## src/rtl/imem_loader.sv

```systemverilog
// Instruction-memory program loader: receives a framed byte stream (length, N data bytes, checksum),
// writes the data bytes to sequential addresses, and holds the core until a good frame has loaded.
module imem_loader #(
    parameter int ADDR_W = 8,
    parameter int DATA_W = 8
) (
    input  logic              clock,
    input  logic              reset,
    input  logic              start,
    input  logic [7:0]        in_data,
    input  logic              in_valid,
    output logic              in_ready,
    output logic              wr_en,
    output logic [ADDR_W-1:0] wr_addr,
    output logic [DATA_W-1:0] wr_data,
    output logic              cpu_hold,
    output logic              done,
    output logic              error,
    output logic [ADDR_W-1:0] word_count
);

    typedef enum logic [2:0] {
        S_IDLE,
        S_LEN,
        S_DATA,
        S_CHK,
        S_DONE,
        S_ERROR
    } state_t;

    localparam logic [ADDR_W-1:0] ADDR_ONE = ADDR_W'(1);
    localparam logic [ADDR_W-1:0] ADDR_MAX = '1;

    state_t r_state;
    state_t w_state_next;

    logic [8:0]        r_remain;
    logic [7:0]        r_acc;
    logic [ADDR_W-1:0] r_addr_ctr;
    logic [ADDR_W-1:0] r_wr_addr;
    logic [DATA_W-1:0] r_wr_data;
    logic [ADDR_W-1:0] r_word_count;
    logic              r_wr_en;
    logic              r_in_ready;
    logic              r_done;
    logic              r_error;
    logic              r_cpu_hold;

    logic              w_xfer;
    logic              w_wr_fire;
    logic              w_last_data;
    logic [7:0]        w_chk_sum;
    logic [8:0]        w_frame_len;

    assign w_xfer      = in_valid & r_in_ready;
    assign w_wr_fire   = w_xfer & (r_state == S_DATA) & ~start;
    assign w_last_data = (r_remain == 9'd1);
    assign w_chk_sum   = r_acc + in_data;
    // A length byte of zero encodes a full 256-word frame.
    assign w_frame_len = (in_data == 8'd0) ? 9'd256 : {1'b0, in_data};

    always_ff @(posedge clock) begin
        if (reset) begin
            r_state <= S_IDLE;
        end else begin
            r_state <= w_state_next;
        end
    end

    always_comb begin
        w_state_next = r_state;
        if (start) begin
            w_state_next = S_LEN;
        end else begin
            case (r_state)
                S_IDLE:  w_state_next = S_IDLE;
                S_LEN: begin
                    if (w_xfer) w_state_next = S_DATA;
                end
                S_DATA: begin
                    if (w_xfer && w_last_data) w_state_next = S_CHK;
                end
                S_CHK: begin
                    if (w_xfer) w_state_next = (w_chk_sum == 8'd0) ? S_DONE : S_ERROR;
                end
                S_DONE:  w_state_next = S_DONE;
                S_ERROR: w_state_next = S_ERROR;
                default: w_state_next = S_IDLE;
            endcase
        end
    end

    // Status outputs are registered from the next state so they line up with the state register.
    always_ff @(posedge clock) begin
        if (reset) begin
            r_in_ready <= 1'b0;
            r_done     <= 1'b0;
            r_error    <= 1'b0;
            r_cpu_hold <= 1'b1;
            r_wr_en    <= 1'b0;
        end else begin
            r_in_ready <= (w_state_next == S_LEN) || (w_state_next == S_DATA) ||
                          (w_state_next == S_CHK);
            r_done     <= (w_state_next == S_DONE);
            r_error    <= (w_state_next == S_ERROR);
            r_cpu_hold <= (w_state_next != S_DONE);
            r_wr_en    <= w_wr_fire;
        end
    end

    always_ff @(posedge clock) begin
        if (reset) begin
            r_remain     <= 9'd0;
            r_acc        <= 8'd0;
            r_addr_ctr   <= '0;
            r_wr_addr    <= '0;
            r_wr_data    <= '0;
            r_word_count <= '0;
        end else if (start) begin
            // A restart discards any byte accepted in this cycle along with its write.
            r_remain     <= 9'd0;
            r_acc        <= 8'd0;
            r_addr_ctr   <= '0;
            r_wr_addr    <= '0;
            r_word_count <= '0;
        end else begin
            if (w_xfer && (r_state == S_LEN)) begin
                r_remain <= w_frame_len;
                r_acc    <= 8'd0;
            end
            if (w_wr_fire) begin
                r_remain   <= r_remain - 9'd1;
                r_acc      <= w_chk_sum;
                r_wr_addr  <= r_addr_ctr;
                r_wr_data  <= DATA_W'(in_data);
                r_addr_ctr <= r_addr_ctr + ADDR_ONE;
                if (r_word_count != ADDR_MAX) begin
                    r_word_count <= r_word_count + ADDR_ONE;
                end
            end
        end
    end

    assign in_ready   = r_in_ready;
    assign wr_en      = r_wr_en;
    assign wr_addr    = r_wr_addr;
    assign wr_data    = r_wr_data;
    assign cpu_hold   = r_cpu_hold;
    assign done       = r_done;
    assign error      = r_error;
    assign word_count = r_word_count;

endmodule

```

## config.mk

```make
export PLATFORM = sky130hd
export DESIGN_NAME = imem_loader
export DESIGN_NICKNAME = d
export VERILOG_FILES = /design/src/rtl/imem_loader.sv
export SDC_FILE = /design/constraint.sdc
export NUM_CORES = 1
export LEC_CHECK = 0
export ABC_AREA = 1
export CORE_UTILIZATION = 50
export DETAILED_ROUTE_END_ITERATION = 10
export GPL_ROUTABILITY_DRIVEN = 0
export GPL_TIMING_DRIVEN = 0
export PLACE_DENSITY_LB_ADDON = 0.2
export SLEW_MARGIN = 20
export SYNTH_ARGS = -nofsm -noshare
export SYNTH_HDL_FRONTEND = slang
export SYNTH_SLANG_ARGS = --single-unit
export TNS_END_PERCENT = 100
```

## constraint.sdc

```tcl
create_clock -name clock -period 2.64 [get_ports clock]
set_input_delay 0.528 -clock clock [delete_from_list [all_inputs] [get_ports clock]]
set_output_delay 0.528 -clock clock [all_outputs]
set_load 0.02 [all_outputs]
```

# Yosys cells after proc, flatten, opt, wreduce, memory -nomap -nowiden
# Index checks and enable logic that the tools add are counted.
dict set report totals {
  reg_bits 57
  out_inout_bits 29
}
dict set report op_classes {
  n_addsub 4
  n_eq_ne 13
  muxes 11
  bitwise 4
  n_reduce_logical 10
}
# cell count
set op_table {}
lappend op_table {{two-way mux 9 bit} 3}
lappend op_table {{adder 8 x 1 -> 8 bit, second input constant} 2}
lappend op_table {{zero test 8 bit} 2}
lappend op_table {{two-way mux 8 bit} 2}
lappend op_table {{one-hot mux 3 bit (5 select lines)} 1}
lappend op_table {{equality test 3 x 2 -> 1 bit, second input constant} 4}
lappend op_table {{equality test 3 bit, second input constant} 4}
lappend op_table {{two-way mux 3 bit} 4}
lappend op_table {{equality test 9 x 1 -> 1 bit, second input constant} 1}
lappend op_table {{subtractor 9 x 1 -> 9 bit, second input constant} 1}
lappend op_table {{adder 8 bit} 1}
lappend op_table {{!= test 8 bit, second input constant} 1}
lappend op_table {{equality test 3 x 1 -> 1 bit, second input constant} 2}
lappend op_table {{AND reduction 2 bit} 2}
lappend op_table {{bitwise AND 1 bit} 3}
lappend op_table {{!= test 3 bit, second input constant} 1}
lappend op_table {{logical AND 1 bit} 2}
lappend op_table {{logical OR 1 bit} 2}
lappend op_table {{nonzero test 2 bit} 1}
lappend op_table {{OR reduction 2 bit} 1}
lappend op_table {{two-way mux 1 bit} 1}
lappend op_table {{inverter 1 bit} 1}

# Logic depth before layout (Yosys ltp)
dict set report logic_depth {
  word_depth 9
  ltp_mapped 16
  ltp_nobuf 16
}

# Worst setup path after synthesis
# No wires, ideal clock.
dict set report synth_timing {
  kind {input port to flip-flop}
  start {in in_data[0]}
  end {reg r_cpu_hold (netlist: cpu_hold)}
  arrival_time_ns 1.993
  t_required_ns 2.526
  path_slack_ns 0.534
  stages 16
  cell_sequence {ha_1 -> fa_1 -> nand2_1 -> nand2_1 -> nand3_1 -> nand2_1 -> nand2_1 -> nand2_1 -> nor2_1 -> nand2_1 -> nand2_1 -> nand2_1 -> nand2_1 -> nand2_1 -> nor2_1 -> inv_1}
}
dict set report synth_between {
  elab_chain_cells 7
}
# element line_no
set synth_lines {}
lappend synth_lines {{from (decl)} 10} ;# input logic [7:0] in_data,
lappend synth_lines {{adder 8 bit} 58} ;# assign w_chk_sum = r_acc + in_data;
lappend synth_lines {{zero test 8 bit} 84} ;# if (w_xfer) w_state_next = (w_chk_sum == 8'd0) ? S_DONE : S_ERROR;
lappend synth_lines {{two-way mux 1 bit} 84}
lappend synth_lines {{two-way mux 3 bit} 84}
lappend synth_lines {{one-hot mux 3 bit (5 select lines)} 75} ;# case (r_state)
lappend synth_lines {{two-way mux 3 bit} 72} ;# if (start) begin
lappend synth_lines {{!= test 3 bit} 106} ;# r_cpu_hold <= (w_state_next != S_DONE);
lappend synth_lines {{to (signal assigned)} 106}
lappend synth_lines {{to (decl)} 47} ;# logic r_cpu_hold;
# No other way between the ends.
# A chain may end at the register's enable or synchronous reset.

# Worst setup path after layout
dict set report layout_timing {
  start {in in_data[3]}
  end {reg r_cpu_hold (netlist: cpu_hold)}
}
# Same word-level chain as after synthesis.

==> impl_metrics.toml <==
[status]
status = "finished, final reports clean"

[clock_tree]
clockBufferDepth = 2
ctsHoldBuffers = 0
htree_levels = 3
path_clk_slew_ns = 0.07
post_cts_resized = 0
cts_tree = "built"
numCtsBuffers = 9
cts.sinks = 57
clk_latency_ns = 0.35
cts_setup_buffers = 0
root_buffer = "clkbuf_8"

[critical_path]
arrival_ns = 2.71
worstPathRequired_ns = 2.88
cp_top_family = "simple AND/OR/NAND/NOR gates"
cp_slowest_cell = "clkdlybuf4s50_1"
crit_type = "input port to flip-flop"
rr_startpoint = "r_acc[0]$_SDFFE_PP0P_"
startpoint_type = "input port"
critPathBufInv = 2
cp-end-kind = "flip-flop"
cp_common_cell = "nand2_1"
slowest_delay_ns = 0.53
startpoint = "in_data[3]"
path_cells = "clkdlybuf4s50_1, ha_1, or2_2, nand3_1, nand2_1, nand2_1, nand2_1, nor2_1, nand2_1, nand2_1, nand2_1, nand2_1, nand2_1, nor2_2, inv_1"
crit_fanout = 6

[grt]
grt_start_max_net_pins = 11
grt_pass1_vias = 2442
overflow = 0
antenna_found_initial = 0
grt_pass1_wl_um = 11200
groute.usage.overall_pct = 23.5

[power]
pwr-share-comb_pct = 5.4
total_power_mw = 1.89
p_switching_mw = 0.430
ir_drop_mv = 0.321
swShare_pct = 22.8
p_leak_nw = 1.49
clock_power_share_pct = 48.7
intPower_mw = 1.46
powerDensity_nw_per_um2 = 526
p_seq_share_pct = 45.8

[timing]
setup_ws_ns = 0.173
timing.final.crit_share_pct = 93.5
fin_crit_ns = 2.47
max_freq_mhz = 405
setup_viol = 0
slew_headroom_pct = 66.7
worst_pin_slew_ns = 0.499
slew_viol_final = 0
tns_ns = 0
hold_viol_final = 0
finClkSkew_ns = 0.0126

[drt]
drc = 0
via_per_inst = 5.17
vias = 2737
wl_um = 6670
routedWlPerCell_um = 12.6
drtAntennaViolNets = 0
drt_iter0_drc = 129
first_pass_iters = 4

[die]
dieArea_um2 = 6010
start_util_pct = 51.8
die_h_um = 77.6
io_pins = 41
rows = 27
core_um2 = 5510
dieWidth_um = 77.6

[placed_design]
dp_cells = 513
hpwl_um = 4940
preCtsSetupSlack_ns = -0.257
port_buffers = 40

[logic_synthesis]
ys_types = 36
yosysWarnings = 0
ys_ff_latch = 57
syn_inst = 401
yosysSeqAreaShare_pct = 40.0
synth_area_um2 = 2850
synth_nets = 426
syn_area_per_cell_um2 = 7.12

[cells_and_area]
final_net_count = 477
diodes = 0
final_cells = 529
final_common_cell = "nand2_1"
utilization_pct = 65.1
drive_gt1_share_pct = 7.88
mostFrequentLayoutCells = "nand2_1 (104), dfxtp_1 (57), inv_1 (47), a21oi_1 (42), clkdlybuf4s50_1 (39)"
areaGrowthSynthToFinish_pct = 25.5
final.fill_count = 501

[hold_path]
hold_class = "flip-flop to flip-flop"
min_from = "word_count[4]$_SDFFE_PP0P_"

[flow_run]
maxCapViolCount = 0
cells in the mapped netlist:
| master | n | area share, % |
|---|---|---|
| nand2_2 | 1 | 0.22 |
| o21ai_0 | 20 | 3.5 |
| o21a_1 | 3 | 0.79 |
| ha_1 | 12 | 5.3 |
| nand3b_1 | 1 | 0.26 |
| nor4_1 | 6 | 1.3 |
| nand2_4 | 1 | 0.39 |
| a31oi_1 | 2 | 0.44 |
| nor2_4 | 2 | 0.79 |
| xnor2_1 | 2 | 0.61 |
| inv_2 | 4 | 0.53 |
| nand3_1 | 19 | 3.3 |
| nor3b_1 | 1 | 0.26 |
| or2_4 | 1 | 0.31 |
| nand3_2 | 1 | 0.35 |
| o21ai_1 | 1 | 0.18 |
| nor2_1 | 32 | 4.2 |
| nor3_2 | 1 | 0.35 |
| a21oi_1 | 42 | 7.4 |
| nand4_1 | 3 | 0.66 |
| or2_2 | 3 | 0.66 |
| a211oi_1 | 2 | 0.53 |
| o211ai_1 | 6 | 1.6 |
| nand2_1 | 104 | 14 |
| buf_2 | 2 | 0.35 |
| xor2_1 | 4 | 1.2 |
| o31ai_1 | 2 | 0.53 |
| clkbuf_1 | 8 | 1.1 |
| o21bai_1 | 1 | 0.26 |
| nor2_2 | 2 | 0.44 |
| inv_1 | 47 | 6.2 |
| nor3_1 | 5 | 0.88 |
| fa_1 | 1 | 0.70 |
| nor2_8 | 1 | 0.70 |
| clkinv_1 | 1 | 0.13 |
| dfxtp_1 | 57 | 40 |
through the flow:
stage / cell area [µm²] / hold WS, ns
after global routing: 3580 / 0.486
after CTS: 3560 / 0.469
final: 3580 / 0.465
after floorplan: 2850 / 0.429
after detailed placement: 3340 / 0.458
after global placement: 3340 / 0.444
final cells by class:
type                            instances  area, µm²  area share (%)
Multi-Input combinational cell        282       1490            41.7
Sequential cell                        57       1140            31.9
Timing Repair Buffer                   40        403            11.2
Inverter                               52        195            5.45
Clock buffer                           11        141            3.95
Tap cell                               72       90.1            2.51
Clock inverter                          5       78.8            2.20
Buffer                                 10       40.0            1.12
worst reg2reg max path: cells and delay by family (launching register included):
kind                     cells  cell delay, ns
AND/OR/NAND/NOR             13            1.01
adder cells (fa/ha/maj)      2            0.60
flip-flops                   1            0.34
buffers and inverters        1            0.05
metal layers:
layer	wire [µm]	GRT usage [%]	share of wire [%]	up-vias
met1	3080	29.9	46	1226
li1	-	-	-	1407
met4	193	11.7	2.9	0
met3	389	4.59	5.8	19
met2	3010	37.9	45	85
met5	0	0	0	-
kinds of logic (layout without fill, tap and decap cells):
| group | count (synthesis) | in the layout | share of synthesized area, % |
|---|---|---|---|
| buffers and inverters | 62 | 118 | 8.24 |
| XOR/XNOR | 6 | 6 | 1.84 |
| flip-flops | 57 | 57 | 40.0 |
| adder cells (fa/ha/maj) | 13 | 13 | 5.96 |
| AO/OA/AOI/OAI | 79 | 79 | 15.2 |
| AND/OR/NAND/NOR | 184 | 184 | 28.8 |
flip-flops by register name, summed over array words and instances (netlist names):
register / cells
cpu_hold: 1
done: 1
error: 1
in_ready: 1
r_acc: 8
r_addr_ctr: 8
r_remain: 9
r_state: 3
word_count: 8
wr_addr: 8
wr_data: 8
wr_en: 1
power by group through the flow:
stage                     registers [mW]  logic, mW  clock network [mW]
after floorplan                    0.885     0.0556                   0
after CTS                          0.864      0.102               0.919
after detailed placement           0.884      0.101                   0
after global routing               0.864      0.114               0.959
after global placement             0.884      0.100                   0
final                              0.864      0.102               0.919
final timing paths:
| check | endpoint | slack [ns] | cells past startpoint |
|---|---|---|---|
| setup / recovery | cpu_hold$_SDFF_PP1_ | 0.17 | 15 |
| hold reg to reg | word_count[4]$_SDFFE_PP0P_ | 0.46 | 2 |
| hold / removal | word_count[4]$_SDFFE_PP0P_ | 0.46 | 2 |
| setup reg to reg | cpu_hold$_SDFF_PP1_ | 0.54 | 16 |
(Power assumes the default switching activity.)
==> edit: new RTL, same flow settings <==
Encoding of `state_t`: now one-hot (6 bits for 6 states).
--- a/src/rtl/imem_loader.sv
+++ b/src/rtl/imem_loader.sv
@@ -19,13 +19,13 @@
     output logic [ADDR_W-1:0] word_count
 );
 
-    typedef enum logic [2:0] {
-        S_IDLE,
-        S_LEN,
-        S_DATA,
-        S_CHK,
-        S_DONE,
-        S_ERROR
+    typedef enum logic [5:0] {
+        S_IDLE  = 6'b000001,
+        S_LEN   = 6'b000010,
+        S_DATA  = 6'b000100,
+        S_CHK   = 6'b001000,
+        S_DONE  = 6'b010000,
+        S_ERROR = 6'b100000
     } state_t;
 
     localparam logic [ADDR_W-1:0] ADDR_ONE = ADDR_W'(1);
Formal check against the unedited RTL: same outputs for any inputs over 4 cycles, from zero or initial values and one cycle with reset high; so few cycles prove little.
==> edit against the original RTL <==
- largest power group is now sequential cells
- sequential cell count up 3
- global-route usage up 0.060 points
- setup slack better by 0.12 ns
- critical path type unchanged
- fmax up 5.1%
- critical endpoint is now r_state[5]$_SDFF_PP0_
- wire length up 1.6%
- design area up 0.80%
- power down 11%
- area after synthesis up 4.4%
==> edit: results (changes against the original RTL) <==
* Met1 Resource Use GR at 0.312 (+0.0136)
* Reg-to-Reg Start: r_acc[0]$_SDFFE_PP0P_
* Non-Filler Instances at 545 (+3.0%)
* Max layer used: met4
* Crit-path max cell delay at 0.45 ns (-0.08 ns)
* Leak at 1.53 nW (+2.5%)
* Post-Synth XOR/XNOR Area at 0.0206 (+0.00216)
* Syn_nets at 443 (+4.0%)
* M3 GR Usage at 0.0667 (+0.0208)
* Sequential fraction of the synthesis area at 0.403 (+0.00320)
* Final WL at 6780 um (+1.6%)
* Critical path endpoint: r_state[5]$_SDFF_PP0_
* Seq power at 0.000912 W (+5.6%)
* Wire length on met3 at 485 um (+25%)
* R2R cell count at 14 (-2)
* Hold path endpoint: r_state[2]$_SDFF_PP0_
* CP arrival at 2.58 ns (-0.13 ns)
* Top post-synthesis cells by area: dfxtp_1 40%, nand2_1 11%, a21oi_1 7.4%
* Gr usage total at 0.236 (+0.000597)
* Port buffer count at 39 (-2.5%)
* Outcome: completed
* Share of cells above drive strength 1 at 0.0740 (-0.00478)
* Global-route wire length before repair at 11400 um (+2.2%)
* # diodes at 0 (unchanged)
* Switching share of total power at 0.238 (+0.0102)
* Synth top cells by count: 88 x nand2_1, 60 x dfxtp_1, 54 x inv_1
* Placed cells at 530 (+3.3%)
* Reg2Reg Setup Slack at 0.66 ns (+0.12 ns)
* Top reg by flops: r_remain
* Warnings from Yosys at 0 (unchanged)
* Mean Syn Cell Area at 7.11 um^2 (about the same)
* Clock Skews at 0.00619 ns (-0.00641 ns)
* Slew margin rel. at 0.607 (-0.0609)
* Nets at 493 (+3.4%)
* Initial drt markers at 155 (+20%)
* Post-DP HPWL at 4900 um (-0.84%)
* Compound-Gate Fraction of Synth Area at 0.150 (-0.00139)
* Met2 WL at 2930 um (-2.4%)
* Met1 WL at 3270 um (+6.0%)
* Setup WS pre-CTS at -0.0514 ns (+0.205 ns)
* Number of buffers inserted by post-CTS setup repair at 0 (unchanged)
* Hold WS at 0.457 ns (-0.00823 ns)
* Crit path max fanout at 3 (-3)
* Fraction of the mapped netlist area in adder cells at 0.0529 (-0.00673)
* Worst Setup SP: in_data[0]
* CTS root buf: clkbuf_8
* Worst path top cell family by delay: simple AND/OR/NAND/NOR gates
* VDD IR-drop max at 0.000414 V (+29%)
* M2 GR Usage at 0.364 (-0.0150)
* Period utilisation layout at 0.889 (-0.0452)
* Vias at 2825 (+3.2%)
* Vias in the first global route at 2545 (+4.2%)
* Hold_sp: reset
* Hold WC Path Type: in -> reg
* DR pass1 iterations at 5 (+1)
==> edit: cell count changes after synthesis, moves of 5 or more <==
cell | before | now
clkbuf_1 | 8 | 2
inv_1 | 47 | 54
nand3_1 | 19 | 27
nand4_1 | 3 | 8
nor2_1 | 32 | 37
o211ai_1 | 6 | 0
buf_2 | 2 | 7
nand2_1 | 104 | 88
o21ai_0 | 20 | 30
==> edit: per-stage QoR <==
stage               power (W)  area (um^2)
floorplan            0.000984         2980
global placement      0.00102         3460
detailed placement    0.00102         3460
CTS                   0.00168         3610
global route          0.00174         3610
finish                0.00167         3610
==> edit: layout make-up <==
| type | instances | area (um^2) |
|---|---|---|
| tap | 72 | 90.1 |
| inverter | 57 | 214 |
| multi-input combinational | 290 | 1500 |
| buffer | 12 | 65.1 |
| sequential | 60 | 1200 |
| clock buffer | 12 | 135 |
| timing repair buffer | 39 | 390 |
| clock inverter | 3 | 15.0 |
| fill | 534 | 2030 |
